===== config.mk =====
export PLATFORM = sky130hd
export DESIGN_NAME = buzzer_sos_sequencer
export DESIGN_NICKNAME = d
export VERILOG_FILES = /design/src/rtl/buzzer_sos_sequencer.sv
export SDC_FILE = /design/constraint.sdc
export NUM_CORES = 1
export LEC_CHECK = 0
export ABC_CLOCK_PERIOD_IN_PS = 2900
export CORE_ASPECT_RATIO = 1.1
export CORE_UTILIZATION = 45
export CTS_BUF_LIST = sky130_fd_sc_hd__clkbuf_2
export DETAILED_ROUTE_END_ITERATION = 7
export HOLD_SLACK_MARGIN = 0.08
export MAX_ROUTING_LAYER = met4
export PLACE_DENSITY_LB_ADDON = 0.12
export RECOVER_POWER = 100
export SETUP_SLACK_MARGIN = 0.3
export SYNTH_ARGS = -nofsm -noshare
export SYNTH_HDL_FRONTEND = slang
export SYNTH_SLANG_ARGS = --single-unit

===== constraint.sdc =====
create_clock -name CLK -period 2.9 [get_ports CLK]
set_clock_uncertainty 0.1 [all_clocks]
set_input_delay 0.29 -clock CLK [delete_from_list [all_inputs] [get_ports CLK]]
set_output_delay 0.29 -clock CLK [all_outputs]
set_load 0.005 [all_outputs]

===== src/rtl/buzzer_sos_sequencer.sv =====
// SOS buzzer sequencer: three short, three long, three short tones with a gap after
// each, optional periodic re-run after a rest interval, one-cycle start / abort control.
module buzzer_sos_sequencer #(
    parameter logic [27:0] T_SHORT = 28'd5_000_000,
    parameter logic [27:0] T_LONG  = 28'd15_000_000,
    parameter logic [27:0] T_GAP   = 28'd2_500_000,
    parameter logic [27:0] T_REST  = 28'd52_500_000
) (
    input  logic       CLK,
    input  logic       RST_n,
    input  logic       Start,
    input  logic       Stop,
    input  logic       Repeat,
    output logic       Buzzer_En,
    output logic       Busy,
    output logic       Done,
    output logic [3:0] Symbol_Idx
);

    localparam int unsigned CNT_W = 28;
    localparam int unsigned SYM_W = 4;
    localparam logic [SYM_W-1:0] LAST_SYM = SYM_W'(8);

    typedef enum logic [1:0] {
        S_IDLE = 2'd0,
        S_ON   = 2'd1,
        S_OFF  = 2'd2,
        S_REST = 2'd3
    } state_t;

    state_t             r_state;
    state_t             w_state_nxt;
    logic [CNT_W-1:0]   r_cnt;
    logic [CNT_W-1:0]   w_cnt_nxt;
    logic [SYM_W-1:0]   r_sym;
    logic [SYM_W-1:0]   w_sym_nxt;
    logic               w_done_nxt;
    logic               w_buz_nxt;
    logic               w_busy_nxt;
    logic               w_cnt_zero;
    logic [CNT_W-1:0]   w_tone_len;

    assign w_cnt_zero = (r_cnt == '0);

    // State, counter and registered outputs
    always_ff @(posedge CLK or negedge RST_n) begin
        if (!RST_n) begin
            r_state    <= S_IDLE;
            r_cnt      <= '0;
            r_sym      <= '0;
            Buzzer_En  <= 1'b0;
            Busy       <= 1'b0;
            Done       <= 1'b0;
            Symbol_Idx <= '0;
        end else begin
            r_state    <= w_state_nxt;
            r_cnt      <= w_cnt_nxt;
            r_sym      <= w_sym_nxt;
            Buzzer_En  <= w_buz_nxt;
            Busy       <= w_busy_nxt;
            Done       <= w_done_nxt;
            Symbol_Idx <= w_sym_nxt;
        end
    end

    // Next state; Stop overrides everything, including the end-of-pattern Done
    always_comb begin
        w_state_nxt = r_state;
        w_sym_nxt   = r_sym;
        w_done_nxt  = 1'b0;
        if (Stop) begin
            w_state_nxt = S_IDLE;
            w_sym_nxt   = '0;
        end else begin
            case (r_state)
                S_IDLE: begin
                    if (Start) begin
                        w_state_nxt = S_ON;
                        w_sym_nxt   = '0;
                    end
                end
                S_ON: begin
                    if (w_cnt_zero) begin
                        w_state_nxt = S_OFF;
                    end
                end
                S_OFF: begin
                    if (w_cnt_zero) begin
                        if (r_sym == LAST_SYM) begin
                            w_done_nxt  = 1'b1;
                            w_state_nxt = Repeat ? S_REST : S_IDLE;
                            w_sym_nxt   = '0;
                        end else begin
                            w_state_nxt = S_ON;
                            w_sym_nxt   = r_sym + SYM_W'(1);
                        end
                    end
                end
                S_REST: begin
                    if (w_cnt_zero) begin
                        w_state_nxt = S_ON;
                        w_sym_nxt   = '0;
                    end
                end
                default: begin
                    w_state_nxt = S_IDLE;
                    w_sym_nxt   = '0;
                end
            endcase
        end
    end

    // Output and counter values for the next cycle; counter reloads on every state entry
    always_comb begin
        w_buz_nxt  = (w_state_nxt == S_ON);
        w_busy_nxt = (w_state_nxt != S_IDLE);
        w_tone_len = ((w_sym_nxt >= SYM_W'(3)) && (w_sym_nxt <= SYM_W'(5))) ? T_LONG : T_SHORT;
        w_cnt_nxt  = r_cnt;
        if (w_state_nxt != r_state) begin
            case (w_state_nxt)
                S_ON:    w_cnt_nxt = w_tone_len - CNT_W'(1);
                S_OFF:   w_cnt_nxt = T_GAP - CNT_W'(1);
                S_REST:  w_cnt_nxt = T_REST - CNT_W'(1);
                default: w_cnt_nxt = '0;
            endcase
        end else if (!w_cnt_zero) begin
            w_cnt_nxt = r_cnt - CNT_W'(1);
        end
    end

endmodule


==> impl_metrics.toml, run 1 <==
[finish]
final_layout_size_suffix_gt1_frac = 0.273
layout_cell_area_excl_fill_sq_mm = 0.00285
register_area_sq_um = 926
count_of_non_filler_cells_in_the_finished_layout = 338
diodes = 0
layout-area-overhead-vs-synth_pct = 27.9
filler_cells_inserted = 414
final_net_count = 295
multi_input_area_sq_mm = 0.00141
finalCoreUtilization = 0.608

[power_and_ir_drop]
net-switching-power_uw = 788
total_power_draw_mw = 1.92
power_frac_seq = 0.394
p_sw_frac = 0.411
cell_internal_pwr_mw = 1.13
max-vdd-ir-drop_uv = 415
power_leakage_nw = 1.22
power.share.clock = 0.119
powerDensity_mw_per_mm2 = 674
combPwrFrac = 0.486

[floorplan]
fp-row-count = 26
floorplan.core_area_sq_mm = 0.00468
fp.dieArea_sq_mm = 0.00523
dieHeight_microns = 75.8
io_pins = 12
chipWidth_microns = 69.1
floorplan.initialDensity = 0.475

[timing]
timing.setup.tns_ns = 0
setup_viol = 0
period_minus_slack_ns = 2.79
report.final.hold_viol_count = 0
timing.hold.ws_ns = 0.482
slew-limit-headroom = -0.366
worst_slew_pin_slew_ns = 2.05
fmax_mhz = 358
timing.final.crit_share = 0.962
timing.final.ws_setup_ns = 0.109
timing.final.max_slew_violations = 38
rsz0062_at_grt = "true"

[cts]
count_of_h_tree_levels_built_during_cts = 2
ctsRootBufferMaster = "clkbuf_2"
clock_tree_from_tritoncts = "done"
number_of_cts_inserted_buffers = 5
cts-root-to-sink-buffers = 2
clk-insertion-delay-late_ns = 0.40
clock_sinks = 37
cts.clk_slew.worst_paths_ns = 0.20

[critical_path]
arrival_time_at_the_worst_endpoint_ns = 2.97
critical_path.endpoint_type = "flop"
cp.required_ns = 3.08
worst_path_largest_cell_delay_ns = 0.60
path_cells = "or4_4 -> or3_1 -> nor4_4 -> mux2i_1 -> and4_4 -> o21a_1 -> o22ai_2"
cp_slowest_cell = "or4_4"
crit_path_max_fanout = 6
critical_path_class = "reg2reg"
launching_element_type_of_the_critical_path = "flop"
crit_buf_inv = 0
timing.critical_path.max_delay_family = "simple AND/OR/NAND/NOR gates"

[logic_synthesis]
warning_count_from_the_yosys_run = 0
synth-seq-area-share = 0.416
post_synthesis_cell_area_sq_mm = 0.00223
synth_top_cells_by_count = "37 x dfrtp_1, 27 x nor2_1, 19 x nand2_1"
syn-instance-count = 237
synth_edf_count = 0
synth-async-reset-ratio = 1.00
synth-seq-cells = 37
synth_flop_cell = "dfrtp_1"
syn_area_per_cell_sq_um = 9.39
ys_top_cells_by_area = "dfrtp_1 42%, xnor2_1 6.3%, nor2_1 4.6%, ha_1 4.5%, nand2_1 3.2%"
netlist.top_cell.by_area = "dfrtp_1"
yosys.cell_count.top_type = "dfrtp_1"
synth.top_cell.area_share = 0.416
synthDistinctLibCells = 52
synth.net_count = 250

[outcome]
status = "finished with violations"
violated_checks = "capacitance limit, slew limit"

[detailed_routing]
detail_route.drc_violations = 0
drt-vias-per-instance = 5.72
vias = 1933
drt_antenna_net_count = 0
totalWireLength_microns = 5860
detail_route.first_pass.iterations = 5
initialDrtViolationCount = 94
routedWlPerCell_microns = 17.3

[placed_design]
port-buffer-count = 11
dpl.hpwl_microns = 4060
finalWeightedCongestion = 0.876
placedInstanceArea_sq_mm = 0.00257
placement.setup.worst_slack_ns = 0.0396
dp_cells = 317

[hold_path]
holdCritPathClass = "reg2reg"

[global_routing]
maximum_number_of_pins_on_one_net_before_global_route_repair = 38
grt.overflow.total = 0
grt_antenna_before_repair = 0
first_pass_grt_wire_length_microns = 9380
track_usage = 0.243
grt_pass1_vias = 1925

[run]
drv_cap = 1
-- cell type report --
type                       count  area share
inverter                       9      0.0119
multi-input combinational    184       0.495
clock inverter                 1     0.00132
tap                           56      0.0246
sequential                    37       0.325
clock buffer                   6      0.0105
timing repair buffer          45       0.131
-- kinds of logic (layout without fill, tap and decap cells) --
| family | after synthesis | count (layout) | share of synthesized area |
|---|---|---|---|
| buf+inv | 16 | 61 | 0.0309 |
| flops | 37 | 37 | 0.416 |
| mux | 4 | 4 | 0.0180 |
| simple gates | 103 | 103 | 0.264 |
| fa+ha+maj | 8 | 8 | 0.0450 |
| xor+xnor | 24 | 24 | 0.0944 |
| compound gates | 45 | 45 | 0.132 |
-- cell usage in the layout (no fill, tap or decap), types with 2 or more instances in the layout --
cell type / Yosys / routed
or3_1: 5 / 4
a31oi_1: 2 / 2
clkbuf_2: 0 / 6
inv_1: 9 / 7
clkdlybuf4s50_1: 0 / 3
dfrtp_1: 37 / 37
dlygate4sd3_1: 0 / 8
ha_4: 0 / 3
buf_6: 1 / 3
or3b_2: 2 / 2
buf_4: 0 / 30
and2_1: 3 / 2
or4_1: 7 / 5
nand2b_1: 2 / 2
xor2_1: 8 / 8
xnor2_1: 16 / 16
nand2_1: 19 / 16
ha_1: 8 / 5
a21oi_1: 8 / 7
o31ai_1: 3 / 3
mux2i_1: 4 / 4
o21ai_2: 0 / 5
nor3_1: 10 / 10
nor2_1: 27 / 25
o21ai_0: 12 / 6
or4_4: 1 / 3
or2_1: 2 / 2
inv_2: 0 / 2
nor4_4: 2 / 3
nor4_1: 5 / 3
o2111ai_4: 0 / 2
nand4_1: 3 / 3
nand2_2: 0 / 2
nand3_1: 3 / 3
nor4b_1: 2 / 2
o21ai_1: 4 / 5
-- metal layers --
layer  track usage  part of all wire
met1         0.281              0.44
met2         0.429              0.49
met3        0.0450             0.046
met4        0.0839             0.019
met5             -                 0
-- what timing repair did --
action | 4_1_cts | 5_1_grt
pin swaps | 8 | 9
setup endpoints to repair | 25 | 25
resized for setup | 14 | 17
hold endpoints to repair | 37 | 0
hold buffers | 1 | 0
buffers inserted | 10 | 3
-- flip-flops by register name (all words and copies together) (netlist names) --
| signal | count |
|---|---|
| Busy | 1 |
| Buzzer_En | 1 |
| Done | 1 |
| r_cnt | 28 |
| r_state | 2 |
| r_sym | 4 |
-- final timing paths --
check                                      startpoint                     to  slack [ns]  cells past startpoint
min in group asynchronous                       RST_n         Done$_DFF_PN0_        0.87                      2
worst min register to register  r_cnt[17]$_DFFE_PN0P_  r_cnt[17]$_DFFE_PN0P_        0.48                      2
worst max-delay path             r_cnt[2]$_DFFE_PN0P_  r_cnt[11]$_DFFE_PN0P_        0.11                      7
worst max register to register   r_cnt[2]$_DFFE_PN0P_  r_cnt[11]$_DFFE_PN0P_        0.11                      7
max in group asynchronous                       RST_n   r_state[0]$_DFF_PN0_        0.63                      2
worst min-delay path            r_cnt[17]$_DFFE_PN0P_  r_cnt[17]$_DFFE_PN0P_        0.48                      2
-- power groups by stage --
| stage | clock network (mW) | logic [mW] | registers (mW) |
|---|---|---|---|
| 2_1_floorplan | 0 | 0.573 | 0.745 |
| 3_3_place_gp | 0 | 0.808 | 0.777 |
| 3_5_place_dp | 0 | 0.807 | 0.776 |
| 4_1_cts | 0.234 | 0.889 | 0.751 |
| 5_1_grt | 0.253 | 1.03 | 0.774 |
| 6_report | 0.228 | 0.933 | 0.756 |
-- worst reg2reg max path, delay by kind of cell, from the launching register on --
kind	cells	cell delay (ns)
compound gates	2	0.31
mux	1	0.30
simple gates	4	1.57
flops	1	0.42
Power figures use the tool's default switching activity.
==> run 2: changes to the inputs <==
Settings changed: ABC_AREA set to 1.
==> run 2 against run 1 <==
Against the previous run: the flow still finishes with violations (capacitance limit, slew limit); synthesized area rose by 12%; routed wire length increased by 3.8%; sequential cell count stayed put; sequential share of layout area fell by 0.88 points; power grew 6.5%; die area rose by 12%.
==> impl_metrics.toml, run 2 <==
[outcome]
status = "finished with violations"
violated_checks = "capacitance limit, slew limit"

[critical_path]
cp.required_ns = 3.12
reg2reg_to = "r_cnt[5]$_DFFE_PN0P_"
critical_path_class = "reg2reg"
path_cells = "inv_1 -> nand2_1 -> nor2_1 -> nand2_1 -> nor2_2 -> nand2_1 -> nand2_2 -> nand3_4 -> nand2_4 -> nand2_2 -> nand2_2 -> nand2_8 -> buf_12 -> buf_4 -> o31ai_1"
arrival_time_at_the_worst_endpoint_ns = 2.80
crit_path_max_fanout = 10
rr_worst_depth = 15
crit_buf_inv = 3
launching_element_type_of_the_critical_path = "flop"
worstSetupPathDepth = 15
cp-endpoint = "r_cnt[5]$_DFFE_PN0P_"
r2r_start = "r_cnt[15]$_DFFE_PN0P_"
worst_path_largest_cell_delay_ns = 0.46
startpoint = "r_cnt[15]$_DFFE_PN0P_"
r2r_setup_slack_ns = 0.32
cp_slowest_cell = "dfrtp_1"
critical_path.endpoint_type = "flop"
timing.critical_path.max_delay_family = "simple AND/OR/NAND/NOR gates"

[finish]
layout_cell_area_excl_fill_sq_mm = 0.00293
final_layout_size_suffix_gt1_frac = 0.216
mostFrequentLayoutCell = "nand2_1"
max_flop_register = "r_cnt"
mostFrequentLayoutCells = "66 x nand2_1, 42 x inv_1, 38 x nor2_1"
largest_register_ff_count = 28
diodes = 0
biggestRegsByFlops = "r_cnt: 28 flops, r_sym: 4 flops, r_state: 2 flops"
layout-area-overhead-vs-synth_pct = 17.1
finalCoreUtilization = 0.546
final_net_count = 378
filler_cells_inserted = 520

[detailed_routing]
detail_route.first_pass.iterations = 4
drt-vias-per-instance = 4.91
detail_route.drc_violations = 0
totalWireLength_microns = 6080
routedWlPerCell_microns = 13.8
initialDrtViolationCount = 158
drt_antenna_net_count = 0
vias = 2166

[run]
drv_cap = 1

[logic_synthesis]
synth.top_cell.area_share = 0.371
synth_simple_gate_area_frac = 0.323
synth-adder-area-share = 0.0401
synthXorXnorAreaFrac = 0.0736
synth_top_cells_by_count = "67 x nand2_1, 47 x inv_1, 39 x nor2_1"
netlist.top_cell.by_area = "dfrtp_1"
synth-async-reset-ratio = 1.00
synth-compound-area-share = 0.0857
ys_top_cells_by_area = "dfrtp_1 37%, nand2_1 10%, inv_1 7.1%, xor2_1 7.0%, nor2_1 5.9%"
post_synthesis_cell_area_sq_mm = 0.00250
warning_count_from_the_yosys_run = 0
synthDistinctLibCells = 31
synth.net_count = 349
synth_edf_count = 0
synth-seq-cells = 37
synth-seq-area-share = 0.371
yosys.cell_count.top_type = "nand2_1"
synth_flop_cell = "dfrtp_1"
syn_area_per_cell_sq_um = 7.43
synth_mux_area_frac = 0
synth_top_family_by_area = "simple AND/OR/NAND/NOR gates"
syn-instance-count = 336

[timing]
period_minus_slack_ns = 2.58
timing.hold.ws_ns = 0.428
timing.final.max_slew_violations = 38
setup_viol = 0
timing.setup.tns_ns = 0
slew-limit-headroom = -0.375
rsz0062_at_grt = "true"
worst_slew_pin_slew_ns = 2.06
timing.final.crit_share = 0.890
fmax_mhz = 387
report.final.hold_viol_count = 0

[global_routing]
grt_pass1_vias = 2012
grt_antenna_before_repair = 0
grt.overflow.total = 0
track_usage = 0.233
first_pass_grt_wire_length_microns = 9750
maximum_number_of_pins_on_one_net_before_global_route_repair = 38

[cts]
count_of_h_tree_levels_built_during_cts = 2
clock_sinks = 37
cts-root-to-sink-buffers = 2
number_of_cts_inserted_buffers = 5
clock_tree_from_tritoncts = "done"
cts.clk_slew.worst_paths_ns = 0.22
clk-insertion-delay-late_ns = 0.42
ctsRootBufferMaster = "clkbuf_2"

[floorplan]
floorplan.initialDensity = 0.466
dieHeight_microns = 80.1
fp-row-count = 28
chipWidth_microns = 73.0
fp.dieArea_sq_mm = 0.00585
floorplan.core_area_sq_mm = 0.00536
io_pins = 12

[power_and_ir_drop]
cell_internal_pwr_mw = 1.09
power_frac_seq = 0.368
p_sw_frac = 0.465
net-switching-power_uw = 949
max-vdd-ir-drop_uv = 447
power_leakage_nw = 1.53
power.share.clock = 0.123
combPwrFrac = 0.509
powerDensity_mw_per_mm2 = 698

[placed_design]
placedInstanceArea_sq_mm = 0.00268
finalWeightedCongestion = 0.908
port-buffer-count = 11
dpl.hpwl_microns = 4330

[hold_path]
holdCritPathClass = "in2reg"
run 2: logic make-up (layout without fill, tap and decap cells):
group	count (synthesis)	after routing
adder cells (fa/ha/maj)	8	8
AO/OA/AOI/OAI	38	38
flip-flops	37	37
XOR/XNOR	21	21
AND/OR/NAND/NOR	167	167
buffers and inverters	65	95
run 2: area by class of cell:
cell class,count,area (sq um),share of cell area
Multi-Input combinational cell,234,1400,0.477
Sequential cell,37,926,0.317
Inverter,61,239,0.0817
Timing Repair Buffer,26,231,0.0791
Tap cell,75,93.8,0.0321
Clock buffer,6,30.0,0.0103
Clock inverter,2,10.0,0.00342
run 2: metal layers:
metal,global-route usage,vias up,share of wire
met5,-,-,0
met4,0.0745,0,0.019
met3,0.0489,9,0.028
met2,0.353,34,0.48
met1,0.310,1011,0.47
li1,-,1112,-
run 2: power by group through the flow:
stage / combinational (mW) / sequential [mW] / clock (mW)
after floorplan: 0.741 / 0.733 / 0
after global placement: 0.914 / 0.757 / 0
after detailed placement: 0.905 / 0.758 / 0
after CTS: 0.922 / 0.746 / 0.253
after global routing: 1.17 / 0.763 / 0.280
final: 1.04 / 0.751 / 0.252
run 2: worst min-delay path by stage:
stage          start                    end  cells past startpoint
2_1_floorplan  RST_n         Busy$_DFF_PN0_                      0
4_1_cts        RST_n  r_cnt[25]$_DFFE_PN0P_                      2
3_3_place_gp   RST_n  r_cnt[25]$_DFFE_PN0P_                      1
5_1_grt         Stop     r_sym[1]$_DFF_PN0_                      2
6_report        Stop     r_sym[1]$_DFF_PN0_                      2
3_5_place_dp   RST_n  r_cnt[25]$_DFFE_PN0P_                      1
run 2: what timing repair did:
item	4_1_cts	5_1_grt
hold buffers	1	0
pin swaps	0	16
endpoints found under the hold margin	37	0
endpoints found under the setup margin	6	20
buffers inserted	0	13
gates resized for setup	8	24
run 2: through the flow:
step | cells | power (mW) | setup WS [ns]
finish | 441 | 2.04 | 0.318
global route | 441 | 2.22 | 0.150
CTS | 428 | 1.92 | 0.301
detailed placement | 419 | 1.66 | 0.171
global placement | 419 | 1.67 | 0.151
floorplan | 336 | 1.47 | 0.599
==> run 3: changes to the inputs <==
Settings changed: CORE_MARGIN set to 2, PLACE_DENSITY_LB_ADDON 0.12 to not set.
==> run 3 against run 2 <==
Against the previous run: the flow still finishes with violations (capacitance limit, slew limit); die area rose by 5.3%; sequential cell count did not move; routed wire length rose by 0.43%; power rose by 0.26%; sequential share of layout area fell by 0.28 points; cell count rose by 0.68%; clock power fell by 9.5%; largest cell class unchanged; non-clock buffer count rose by 4; register-to-register slack improved by 0.02 ns.
==> impl_metrics.toml, run 3 (synthesis gave the netlist of run 2 again) <==
[global_routing]
grt_pass1_vias = 2026
first_pass_grt_wire_length_microns = 9660
grtUsageMet1 = 0.297
maximum_number_of_pins_on_one_net_before_global_route_repair = 38
met2_usage = 0.327
gr-max-usage-layer = "met2"
use_met3 = 0.0328
track_usage = 0.215
grt_antenna_before_repair = 0
grt.overflow.total = 0

[cts]
number_of_cts_inserted_buffers = 5
clock_sinks = 37
clock_tree_from_tritoncts = "done"
ctsRootBufferMaster = "clkbuf_2"
clk-insertion-delay-late_ns = 0.40
cts-root-to-sink-buffers = 2
cts.clk_slew.worst_paths_ns = 0.21
count_of_h_tree_levels_built_during_cts = 2

[placed_design]
finalWeightedCongestion = 0.860
dpl.hpwl_microns = 4290
placement.setup.worst_slack_ns = 0.113
dp_cells = 420
placedInstanceArea_sq_mm = 0.00267
port-buffer-count = 11

[hold_path]
timing.hold.worst_path_depth = 1
holdCritPathClass = "reg2reg"

[power_and_ir_drop]
net-switching-power_uw = 937
power.share.clock = 0.111
total_power_draw_mw = 2.05
powerDensity_mw_per_mm2 = 694
max-vdd-ir-drop_uv = 457
power_frac_seq = 0.366
power_leakage_nw = 1.55
cell_internal_pwr_mw = 1.11
combPwrFrac = 0.523
p_sw_frac = 0.458

[detailed_routing]
vias = 2191
totalWireLength_microns = 6110
detail_route.drc_violations = 0
routedWlPerCell_microns = 13.8
initialDrtViolationCount = 99
detail_route.first_pass.iterations = 4
drt-vias-per-instance = 4.93
drt_antenna_net_count = 0

[finish]
final_net_count = 382
biggestRegsByFlops = "r_cnt: 28 flops, r_sym: 4 flops, r_state: 2 flops"
largest_register_ff_count = 28
count_of_non_filler_cells_in_the_finished_layout = 444
max_flop_register = "r_cnt"
layout_cell_area_excl_fill_sq_mm = 0.00295
layout-area-overhead-vs-synth_pct = 18.2
diodes = 0
mostFrequentLayoutCells = "64 x nand2_1, 43 x inv_1, 37 x dfrtp_1"
mostFrequentLayoutCell = "nand2_1"
final_layout_size_suffix_gt1_frac = 0.225
finalCoreUtilization = 0.551
filler_cells_inserted = 529

[timing]
timing.final.crit_share = 0.884
rsz0062_at_grt = "true"
timing.final.ws_setup_ns = 0.335
timing.setup.tns_ns = 0
report.final.hold_viol_count = 0
slew-limit-headroom = -0.351
period_minus_slack_ns = 2.56
timing.final.max_slew_violations = 38
worst_slew_pin_slew_ns = 2.03
setup_viol = 0
timing.hold.ws_ns = 0.456
fmax_mhz = 390

[floorplan]
io_pins = 12
dieHeight_microns = 82.1
floorplan.core_area_sq_mm = 0.00536
fp.dieArea_sq_mm = 0.00616
chipWidth_microns = 75.0
fp-row-count = 28
floorplan.initialDensity = 0.466

[critical_path]
crit_path_max_fanout = 7
path_cells = "inv_2 -> nand2_1 -> nor2_1 -> nand2_1 -> nor2_1 -> nand2_1 -> nand2_2 -> nand3_4 -> nand2_4 -> nand2_2 -> nand2_2 -> nand2_4 -> buf_4 -> nand2_1 -> o21ai_0 -> nand2_1 -> inv_1"
launching_element_type_of_the_critical_path = "flop"
critical_path_class = "reg2reg"
rr_worst_depth = 17
cp_slowest_cell = "dfrtp_1"
arrival_time_at_the_worst_endpoint_ns = 2.75
crit_top_cell = "nand2_1"
worst_path_largest_cell_delay_ns = 0.42
cp.required_ns = 3.09
critical_path.endpoint_type = "flop"

[outcome]
violated_checks = "capacitance limit, slew limit"
status = "finished with violations"

[run]
drv_cap = 1
==> run 3: cell count changes in the layout (fill, tap and decap cells not counted), moves of 2 or more <==
cell      before  now
buf_4         13   16
nand2_2        9   12
clkinv_2       2    0
ha_2           2    0
nand2_1       66   64
nor2_1        38   36
==> run 3: routing by layer <==
| layer | share of wire | vias up |
|---|---|---|
| li1 | - | 1113 |
| met1 | 0.47 | 1021 |
| met2 | 0.48 | 45 |
| met3 | 0.035 | 12 |
| met4 | 0.017 | 0 |
| met5 | 0 | - |
==> run 3: timing repair <==
action                                  4_1_cts  5_1_grt
endpoints found under the setup margin       12       19
gates cloned                                  0        0
endpoints found under the hold margin        37        0
resized for setup                             8       29
setup buffers                                 1       15
pin swaps                                     1       10
hold buffers                                  1        0
==> run 3: cell type report <==
cell class / count / area [sq um] / area share
Inverter: 61 / 236 / 0.0801
Clock inverter: 1 / 3.75 / 0.00127
Clock buffer: 6 / 30.0 / 0.0102
Timing Repair Buffer: 30 / 256 / 0.0869
Sequential cell: 37 / 926 / 0.314
Multi-Input combinational cell: 234 / 1410 / 0.476
Tap cell: 75 / 93.8 / 0.0318
==> run 3: power groups by stage <==
stage	clock network, mW	logic [mW]	registers (mW)
3_5_place_dp	0	0.901	0.757
5_1_grt	0.250	1.21	0.767
6_report	0.228	1.07	0.749
4_1_cts	0.237	0.919	0.745
2_1_floorplan	0	0.741	0.733
3_3_place_gp	0	0.901	0.755
==> run 3: path summary, 6_finish.rpt <==
path | startpoint | to | slack, ns
max in group asynchronous | RST_n | r_cnt[4]$_DFFE_PN0P_ | 0.64
setup / recovery | r_cnt[12]$_DFFE_PN0P_ | r_cnt[8]$_DFFE_PN0P_ | 0.34
min in group asynchronous | RST_n | r_cnt[16]$_DFFE_PN0P_ | 0.87
setup reg to reg | r_cnt[12]$_DFFE_PN0P_ | r_cnt[8]$_DFFE_PN0P_ | 0.34
hold / removal | r_cnt[6]$_DFFE_PN0P_ | r_cnt[6]$_DFFE_PN0P_ | 0.46
hold reg to reg | r_cnt[6]$_DFFE_PN0P_ | r_cnt[6]$_DFFE_PN0P_ | 0.46
==> run 3: worst max-delay path: cells and delay by family, from the launching register on <==
family,cells,cell delay [ns]
and+or+nand+nor,13,1.47
buffers and inverters,3,0.31
AOI/OAI and AO/OA,1,0.13
DFF,1,0.42
